**src/rtl/div_pkg.sv**
```systemverilog
// Shared types and helpers for the sequential restoring divider.
// The optional result self-check is enabled with `define DIV_SELF_CHECK_EN.
package div_pkg;

  localparam int DIV_WIDTH_DEFAULT = 4;

  typedef enum logic [1:0] {
    IDLE = 2'd0,
    CALC = 2'd1,
    DONE = 2'd2
  } state_t;

  // Quotient fill used when the result is undefined (divide by zero, overflow).
  function automatic logic [63:0] all_ones_fill(input int w);
    logic [63:0] v;
    v = '0;
    for (int i = 0; i < 64; i++) begin
      if (i < w) v[i] = 1'b1;
    end
    return v;
  endfunction

endpackage

```
**src/rtl/div_restoring_step.sv**
```systemverilog
// One combinational restoring-division step: shift in the next dividend bit,
// then subtract the divisor when it fits.
module div_restoring_step #(
  parameter int WIDTH = 4
) (
  input  logic [WIDTH-1:0] i_rem,
  input  logic             i_bit,
  input  logic [WIDTH-1:0] i_divisor,
  output logic [WIDTH-1:0] o_rem,
  output logic             o_qbit
);

  logic [WIDTH:0] w_shift;
  logic           w_ge;

  assign w_shift = {i_rem, i_bit};
  assign w_ge    = (w_shift >= {1'b0, i_divisor});
  // The restored result is always below the divisor, so WIDTH bits suffice.
  assign o_rem   = w_ge ? (w_shift[WIDTH-1:0] - i_divisor) : w_shift[WIDTH-1:0];
  assign o_qbit  = w_ge;

endmodule

```
**src/rtl/div_restoring_seq.sv**
```systemverilog
// Sequential restoring divider: 2*WIDTH-bit dividend by WIDTH-bit divisor, one quotient
// bit per clock, valid/ready on both sides. Optional self-check: DIV_SELF_CHECK_EN.
module div_restoring_seq
  import div_pkg::*;
#(
  parameter int WIDTH = DIV_WIDTH_DEFAULT
) (
  input  logic               clk,
  input  logic               rst,
  input  logic               in_valid,
  output logic               in_ready,
  input  logic [2*WIDTH-1:0] dividend,
  input  logic [WIDTH-1:0]   divisor,
  output logic               out_valid,
  input  logic               out_ready,
  output logic [WIDTH-1:0]   quotient,
  output logic [WIDTH-1:0]   remainder,
  output logic               div_zero,
  output logic               ovf,
  output logic               chk_err,
  output state_t             dbg_state
);

  // Handshakes: a transfer happens on a rising edge where valid && ready; the
  // producer holds valid and data stable until that edge, ready never depends on valid.

  localparam int CW = (WIDTH > 1) ? $clog2(WIDTH) : 1;
  localparam logic [WIDTH-1:0] FILL = WIDTH'(all_ones_fill(WIDTH));

  state_t           r_state, w_next;
  logic [CW-1:0]    r_count;
  logic [WIDTH-1:0] r_div, r_lo, r_rem, r_quot;
  logic             r_div_zero, r_ovf;
  logic             w_accept, w_release, w_dz, w_ov, w_qbit, w_chk_busy;
  logic [WIDTH-1:0] w_step_rem;

  assign w_accept  = in_valid && in_ready;
  assign w_release = out_valid && out_ready;
  assign w_dz      = (divisor == '0);
  assign w_ov      = (dividend[2*WIDTH-1:WIDTH] >= divisor);

  div_restoring_step #(.WIDTH(WIDTH)) u_step (
    .i_rem     (r_rem),
    .i_bit     (r_lo[WIDTH-1]),
    .i_divisor (r_div),
    .o_rem     (w_step_rem),
    .o_qbit    (w_qbit)
  );

  always_ff @(posedge clk) begin
    if (rst) r_state <= IDLE;
    else     r_state <= w_next;
  end

  always_comb begin
    w_next = r_state;
    case (r_state)
      IDLE:    if (w_accept) w_next = (w_dz || w_ov) ? DONE : CALC;
      CALC:    if (r_count == '0) w_next = DONE;
      DONE:    if (w_release) w_next = IDLE;
      default: w_next = IDLE;
    endcase
  end

  assign in_ready  = (r_state == IDLE);
  assign out_valid = (r_state == DONE) && !w_chk_busy;

  always_ff @(posedge clk) begin
    if (rst) begin
      r_count    <= '0;
      r_div      <= '0;
      r_lo       <= '0;
      r_rem      <= '0;
      r_quot     <= '0;
      r_div_zero <= 1'b0;
      r_ovf      <= 1'b0;
    end else if (r_state == IDLE && w_accept) begin
      r_div      <= divisor;
      r_lo       <= dividend[WIDTH-1:0];
      r_count    <= CW'(WIDTH - 1);
      r_div_zero <= w_dz;
      r_ovf      <= !w_dz && w_ov;
      if (w_dz || w_ov) begin
        r_quot <= FILL;
        r_rem  <= dividend[WIDTH-1:0];
      end else begin
        r_quot <= '0;
        r_rem  <= dividend[2*WIDTH-1:WIDTH];
      end
    end else if (r_state == CALC) begin
      r_rem   <= w_step_rem;
      r_quot  <= {r_quot[WIDTH-2:0], w_qbit};
      r_lo    <= r_lo << 1;
      r_count <= r_count - 1'b1;
    end
  end

  assign quotient  = r_quot;
  assign remainder = r_rem;
  assign div_zero  = r_div_zero;
  assign ovf       = r_ovf;
  assign dbg_state = r_state;

`ifdef DIV_SELF_CHECK_EN
  logic [2*WIDTH-1:0] r_dvd;
  logic               r_chk_pend, r_chk_err;
  logic [2*WIDTH-1:0] w_recon;

  assign w_recon = (2*WIDTH)'(r_quot) * (2*WIDTH)'(r_div) + (2*WIDTH)'(r_rem);

  // The comparison takes one registered cycle in DONE before out_valid rises.
  always_ff @(posedge clk) begin
    if (rst) begin
      r_dvd      <= '0;
      r_chk_pend <= 1'b0;
      r_chk_err  <= 1'b0;
    end else if (r_state == IDLE && w_accept) begin
      r_dvd      <= dividend;
      r_chk_pend <= 1'b0;
      r_chk_err  <= 1'b0;
    end else if (r_state == CALC && r_count == '0) begin
      r_chk_pend <= 1'b1;
    end else if (r_chk_pend) begin
      r_chk_pend <= 1'b0;
      r_chk_err  <= (w_recon != r_dvd);
    end else if (r_state == DONE && w_release) begin
      r_chk_err  <= 1'b0;
    end
  end

  assign w_chk_busy = r_chk_pend;
  assign chk_err    = r_chk_err;
`else
  assign w_chk_busy = 1'b0;
  assign chk_err    = 1'b0;
`endif

endmodule
```
**config.mk**
```make
export PLATFORM = sky130hd
export DESIGN_NAME = div_restoring_seq
export DESIGN_NICKNAME = d
export VERILOG_FILES = /design/src/rtl/div_pkg.sv /design/src/rtl/div_restoring_step.sv /design/src/rtl/div_restoring_seq.sv
export SDC_FILE = /design/constraint.sdc
export NUM_CORES = 1
export LEC_CHECK = 0
export ABC_CLOCK_PERIOD_IN_PS = 2300
export BUFFER_PORTS_ARGS = -buffer_cell sky130_fd_sc_hd__buf_2
export CAP_MARGIN = 20
export CORE_MARGIN = 3
export CORE_UTILIZATION = 45
export CTS_BUF_LIST = sky130_fd_sc_hd__clkbuf_8
export DETAILED_ROUTE_END_ITERATION = 12
export PLACE_DENSITY = 0.69
export SLEW_MARGIN = 20
export SYNTH_ARGS = -nofsm -noshare
export SYNTH_HDL_FRONTEND = slang
export SYNTH_SLANG_ARGS = --single-unit
```
**constraint.sdc**
```tcl
create_clock -name clk -period 2.3 [get_ports clk]
set_input_delay 0.345 -clock clk [delete_from_list [all_inputs] [get_ports clk]]
set_output_delay 0.345 -clock clk [all_outputs]
set_load 0.01 [all_outputs]
```
==> run_summary.xml <==
<?xml version="1.0" encoding="UTF-8"?>
<metrics>
  <group name="die">
    <metric name="die-width" unit="µm">59.6</metric>
    <metric name="floorplan.initialDensity" unit="">0.496</metric>
    <metric name="total_die_area" unit="µm²">3560</metric>
    <metric name="placeableCoreArea" unit="µm²">2610</metric>
    <metric name="fp.dieH" unit="µm">59.6</metric>
    <metric name="std_cell_rows" unit="">18</metric>
    <metric name="top_level_ports" unit="">31</metric>
  </group>
  <group name="sta">
    <metric name="rsz0062_at_grt" unit="">no</metric>
    <metric name="hold_viol_final" unit="">0</metric>
    <metric name="setup_total_negative_slack" unit="ns">0</metric>
    <metric name="fin_worst_skew" unit="ns">0.00284</metric>
    <metric name="relSlewSlack" unit="">0.540</metric>
    <metric name="max_clock_freq" unit="MHz">509</metric>
    <metric name="drv_slew" unit="">0</metric>
    <metric name="tightestPinTransition" unit="ns">0.688</metric>
    <metric name="finalSetupViolCount" unit="">0</metric>
    <metric name="finalCriticalPeriod" unit="ns">1.97</metric>
    <metric name="final.period_utilization" unit="">0.854</metric>
  </group>
  <group name="clock_network">
    <metric name="ctsHtreeMaxLevel" unit="">1</metric>
    <metric name="cts_root_buffer" unit="">clkbuf_8</metric>
    <metric name="cts_max_path_buffers" unit="">2</metric>
    <metric name="clock_tree_from_tritoncts" unit="">done</metric>
    <metric name="cts_setup_buffers" unit="">0</metric>
    <metric name="cts_made_buffers" unit="">3</metric>
    <metric name="cts.hold.buffers_added" unit="">0</metric>
    <metric name="clkLatencyLatePin" unit="ns">0.26</metric>
    <metric name="cts-resized-gates" unit="">0</metric>
    <metric name="numClockSinks" unit="">22</metric>
    <metric name="cts.reportedPaths.clkPinSlew" unit="ns">0.08</metric>
  </group>
  <group name="worst_setup_path">
    <metric name="timing.critical_path.slowest_stage_cell" unit="">nor2_1</metric>
    <metric name="critical_path_depth" unit="">6</metric>
    <metric name="crit_family" unit="">simple AND/OR/NAND/NOR gates</metric>
    <metric name="timing.critical_path.required" unit="ns">2.44</metric>
    <metric name="startpoint_type" unit="">register</metric>
    <metric name="max_stage_delay" unit="ns">0.54</metric>
    <metric name="crit_path_end_kind" unit="">register</metric>
    <metric name="worst-path-buf-inv" unit="">1</metric>
    <metric name="crit_chain" unit="">nand2b_1 -&gt; nor2_1 -&gt; nor2_1 -&gt; buf_4 -&gt; a22oi_1 -&gt; a21oi_1</metric>
    <metric name="critical_path_peak_fanout" unit="">11</metric>
    <metric name="crit_type" unit="">register to register</metric>
    <metric name="arrival" unit="ns">2.10</metric>
    <metric name="reg2regPathDepth" unit="">6</metric>
    <metric name="setup_slack_reg_to_reg" unit="ns">0.33</metric>
    <metric name="critical_path.most_common_cell" unit="">nor2_1</metric>
  </group>
  <group name="logic_synthesis">
    <metric name="number_of_flops_mapped_to_enable_cells_by_yosys" unit="">0</metric>
    <metric name="syn_area_per_cell" unit="µm²">8.35</metric>
    <metric name="synthesized_nets" unit="">181</metric>
    <metric name="syn-cell-area" unit="µm²">1290</metric>
    <metric name="synth_warnings" unit="">0</metric>
    <metric name="muxShareOfSynthArea" unit="">0.0386</metric>
    <metric name="ys_ff_latch" unit="">22</metric>
    <metric name="post-synth-top-area-fraction" unit="">0.340</metric>
    <metric name="post_synthesis_simple_gate_area_fraction" unit="">0.171</metric>
    <metric name="yosys.area_share.adder" unit="">0.102</metric>
    <metric name="compound_cell_area_share_of_the_yosys_netlist" unit="">0.274</metric>
    <metric name="ys_top_cells_by_area" unit="">dfxtp_1, ha_1, a21oi_1</metric>
    <metric name="ys_seq_area_frac" unit="">0.340</metric>
    <metric name="synth_cells" unit="">155</metric>
    <metric name="netlist-cell-type-count" unit="">38</metric>
    <metric name="synth-xor-area-share" unit="">0.00676</metric>
    <metric name="synth_async_sr_flop_share" unit="">0</metric>
    <metric name="dominant_combinational_cell_family_by_area_after_synthesis" unit="">compound AO/OA/AOI/OAI gates</metric>
    <metric name="ys.flop_type" unit="">dfxtp_1</metric>
    <metric name="synth_top_area_cell" unit="">dfxtp_1</metric>
  </group>
  <group name="grt">
    <metric name="gr-usage-all-layers" unit="">0.182</metric>
    <metric name="via_count_of_the_first_global_routing_pass" unit="">1042</metric>
    <metric name="grt.overflow.total" unit="">0</metric>
    <metric name="antenna_violations_before_repair" unit="">0</metric>
    <metric name="first_pass_grt_wire_length" unit="µm">4820</metric>
    <metric name="grt_start_max_net_pins" unit="">25</metric>
  </group>
  <group name="final_layout">
    <metric name="antenna_cells_inserted" unit="">0</metric>
    <metric name="count_of_fill_cells_added_during_filler_insertion" unit="">245</metric>
    <metric name="layoutNonFillerInstCount" unit="">211</metric>
    <metric name="final_cell_area" unit="µm²">1510</metric>
    <metric name="final_nets" unit="">208</metric>
    <metric name="drive_gt1_frac" unit="">0.215</metric>
    <metric name="synthToLayoutAreaGrowth" unit="%">16.6</metric>
  </group>
  <group name="placement">
    <metric name="port_buffers" unit="">29</metric>
    <metric name="dpl.cell_count" unit="">207</metric>
    <metric name="postPlaceCellArea" unit="µm²">1460</metric>
    <metric name="gp_congestion" unit="">0.832</metric>
    <metric name="dp_hpwl" unit="µm">2370</metric>
  </group>
  <group name="hold_path">
    <metric name="worstHoldPathCells" unit="">3</metric>
    <metric name="type_of_the_tightest_min_delay_check" unit="">input pin to register</metric>
  </group>
  <group name="pwr">
    <metric name="worst_ir_drop_vdd" unit="µV">407</metric>
    <metric name="p_per_area" unit="nW/µm²">784</metric>
    <metric name="fin_total_pwr" unit="W">0.00118</metric>
    <metric name="p_leak" unit="nW">0.677</metric>
  </group>
  <group name="drt">
    <metric name="avgRoutedWirePerCell" unit="µm">14.1</metric>
    <metric name="vias_per_cell" unit="">5.44</metric>
    <metric name="post-route-drc-count" unit="">0</metric>
    <metric name="vias" unit="">1148</metric>
    <metric name="drt.antenna.violating_nets" unit="">0</metric>
    <metric name="detail_route.first_pass.iterations" unit="">4</metric>
    <metric name="totalWireLength" unit="µm">2970</metric>
    <metric name="starting_drt_drc_count" unit="">74</metric>
  </group>
  <group name="outcome">
    <metric name="status" unit="">finished, final reports clean</metric>
  </group>
  <group name="run">
    <metric name="max-cap-violations" unit="">0</metric>
  </group>
</metrics>
registers in the layout, summed over array words and instances, names as in the netlist:
register / flops
quotient: 4
r_div: 4
r_lo: 4
remainder: 4
dbg_state: 2
r_count: 2
div_zero: 1
ovf: 1
metal layers:
| metal | global-route usage | wire length (µm) | vias up |
|---|---|---|---|
| li1 | - | - | 594 |
| met1 | 0.248 | 1390 | 522 |
| met2 | 0.287 | 1370 | 27 |
| met3 | 0.0305 | 158 | 5 |
| met4 | 0.0665 | 42 | 0 |
| met5 | 0 | 0 | - |
worst min-delay path, delay by kind of cell:
family	cells	cell delay [ns]
AND/OR/NAND/NOR	1	0.05
buffers and inverters	1	0.11
AO/OA/AOI/OAI	1	0.05
final timing paths:
path,endpoint,from
worst max-delay path,quotient[2],dbg_state[1]
worst min-delay path,r_div[2],divisor[2]
worst min register to register,r_lo[2],r_lo[2]
worst max register to register,quotient[2],dbg_state[1]
cells in the final DEF (no fill, tap or decap), drive strengths merged, types with 2 or more instances in the layout:
cell type / instances
a211oi: 7
clkbuf: 4
mux2i: 5
o211a: 2
buf: 31
o21ai: 3
or3: 2
nand2: 17
ha: 9
nor2: 16
o21bai: 2
inv: 12
a21oi: 18
a22oi: 6
nand2b: 5
nor2b: 2
dfxtp: 22
cells by family (layout without fill, tap and decap cells):
logic type / count (synthesis) / in the layout
DFF: 22 / 22
AOI/OAI and AO/OA: 48 / 48
adders and majority gates: 10 / 10
muxes: 5 / 5
other: 1 / 1
xor gates and xnor gates: 1 / 1
and+or+nand+nor: 47 / 47
buffers and inverters: 21 / 47
synth_stat cells, types with 2 or more instances:
cell type   n
a211oi_1    6
a21oi_1    18
a22oi_1     6
clkbuf_1    8
dfxtp_1    22
ha_1        9
inv_1      12
mux2i_1     5
nand2_1    17
nand2b_1    4
nor2_1     16
nor2b_1     2
o211a_1     2
o21ai_0     2
o21bai_1    2
or3_1       2
report_power, final:
| group | internal, W | switching [W] |
|---|---|---|
| clock | 0.000153 | 0.000123 |
| sequential | 0.000431 | 0.0000452 |
| combinational | 0.000186 | 0.000247 |
per-stage QoR:
| stage | setup slack, ns | hold WS [ns] | utilization |
|---|---|---|---|
| global route | 0.161 | 0.351 | 0.578 |
| CTS | 0.320 | 0.335 | 0.578 |
| finish | 0.335 | 0.340 | 0.578 |
| global placement | 0.144 | 0.446 | 0.557 |
| floorplan | 0.287 | 0.436 | - |
| detailed placement | 0.114 | 0.449 | 0.557 |
final cells by class:
cell class / instances / area [µm²] / area share
multi-input combinational: 112 / 772 / 0.511
inverter: 12 / 45.0 / 0.0298
timing repair buffer: 31 / 160 / 0.106
clock buffer: 4 / 55.1 / 0.0365
sequential: 22 / 440 / 0.292
tap: 30 / 37.5 / 0.0249
Power figures use the tool's default switching activity.
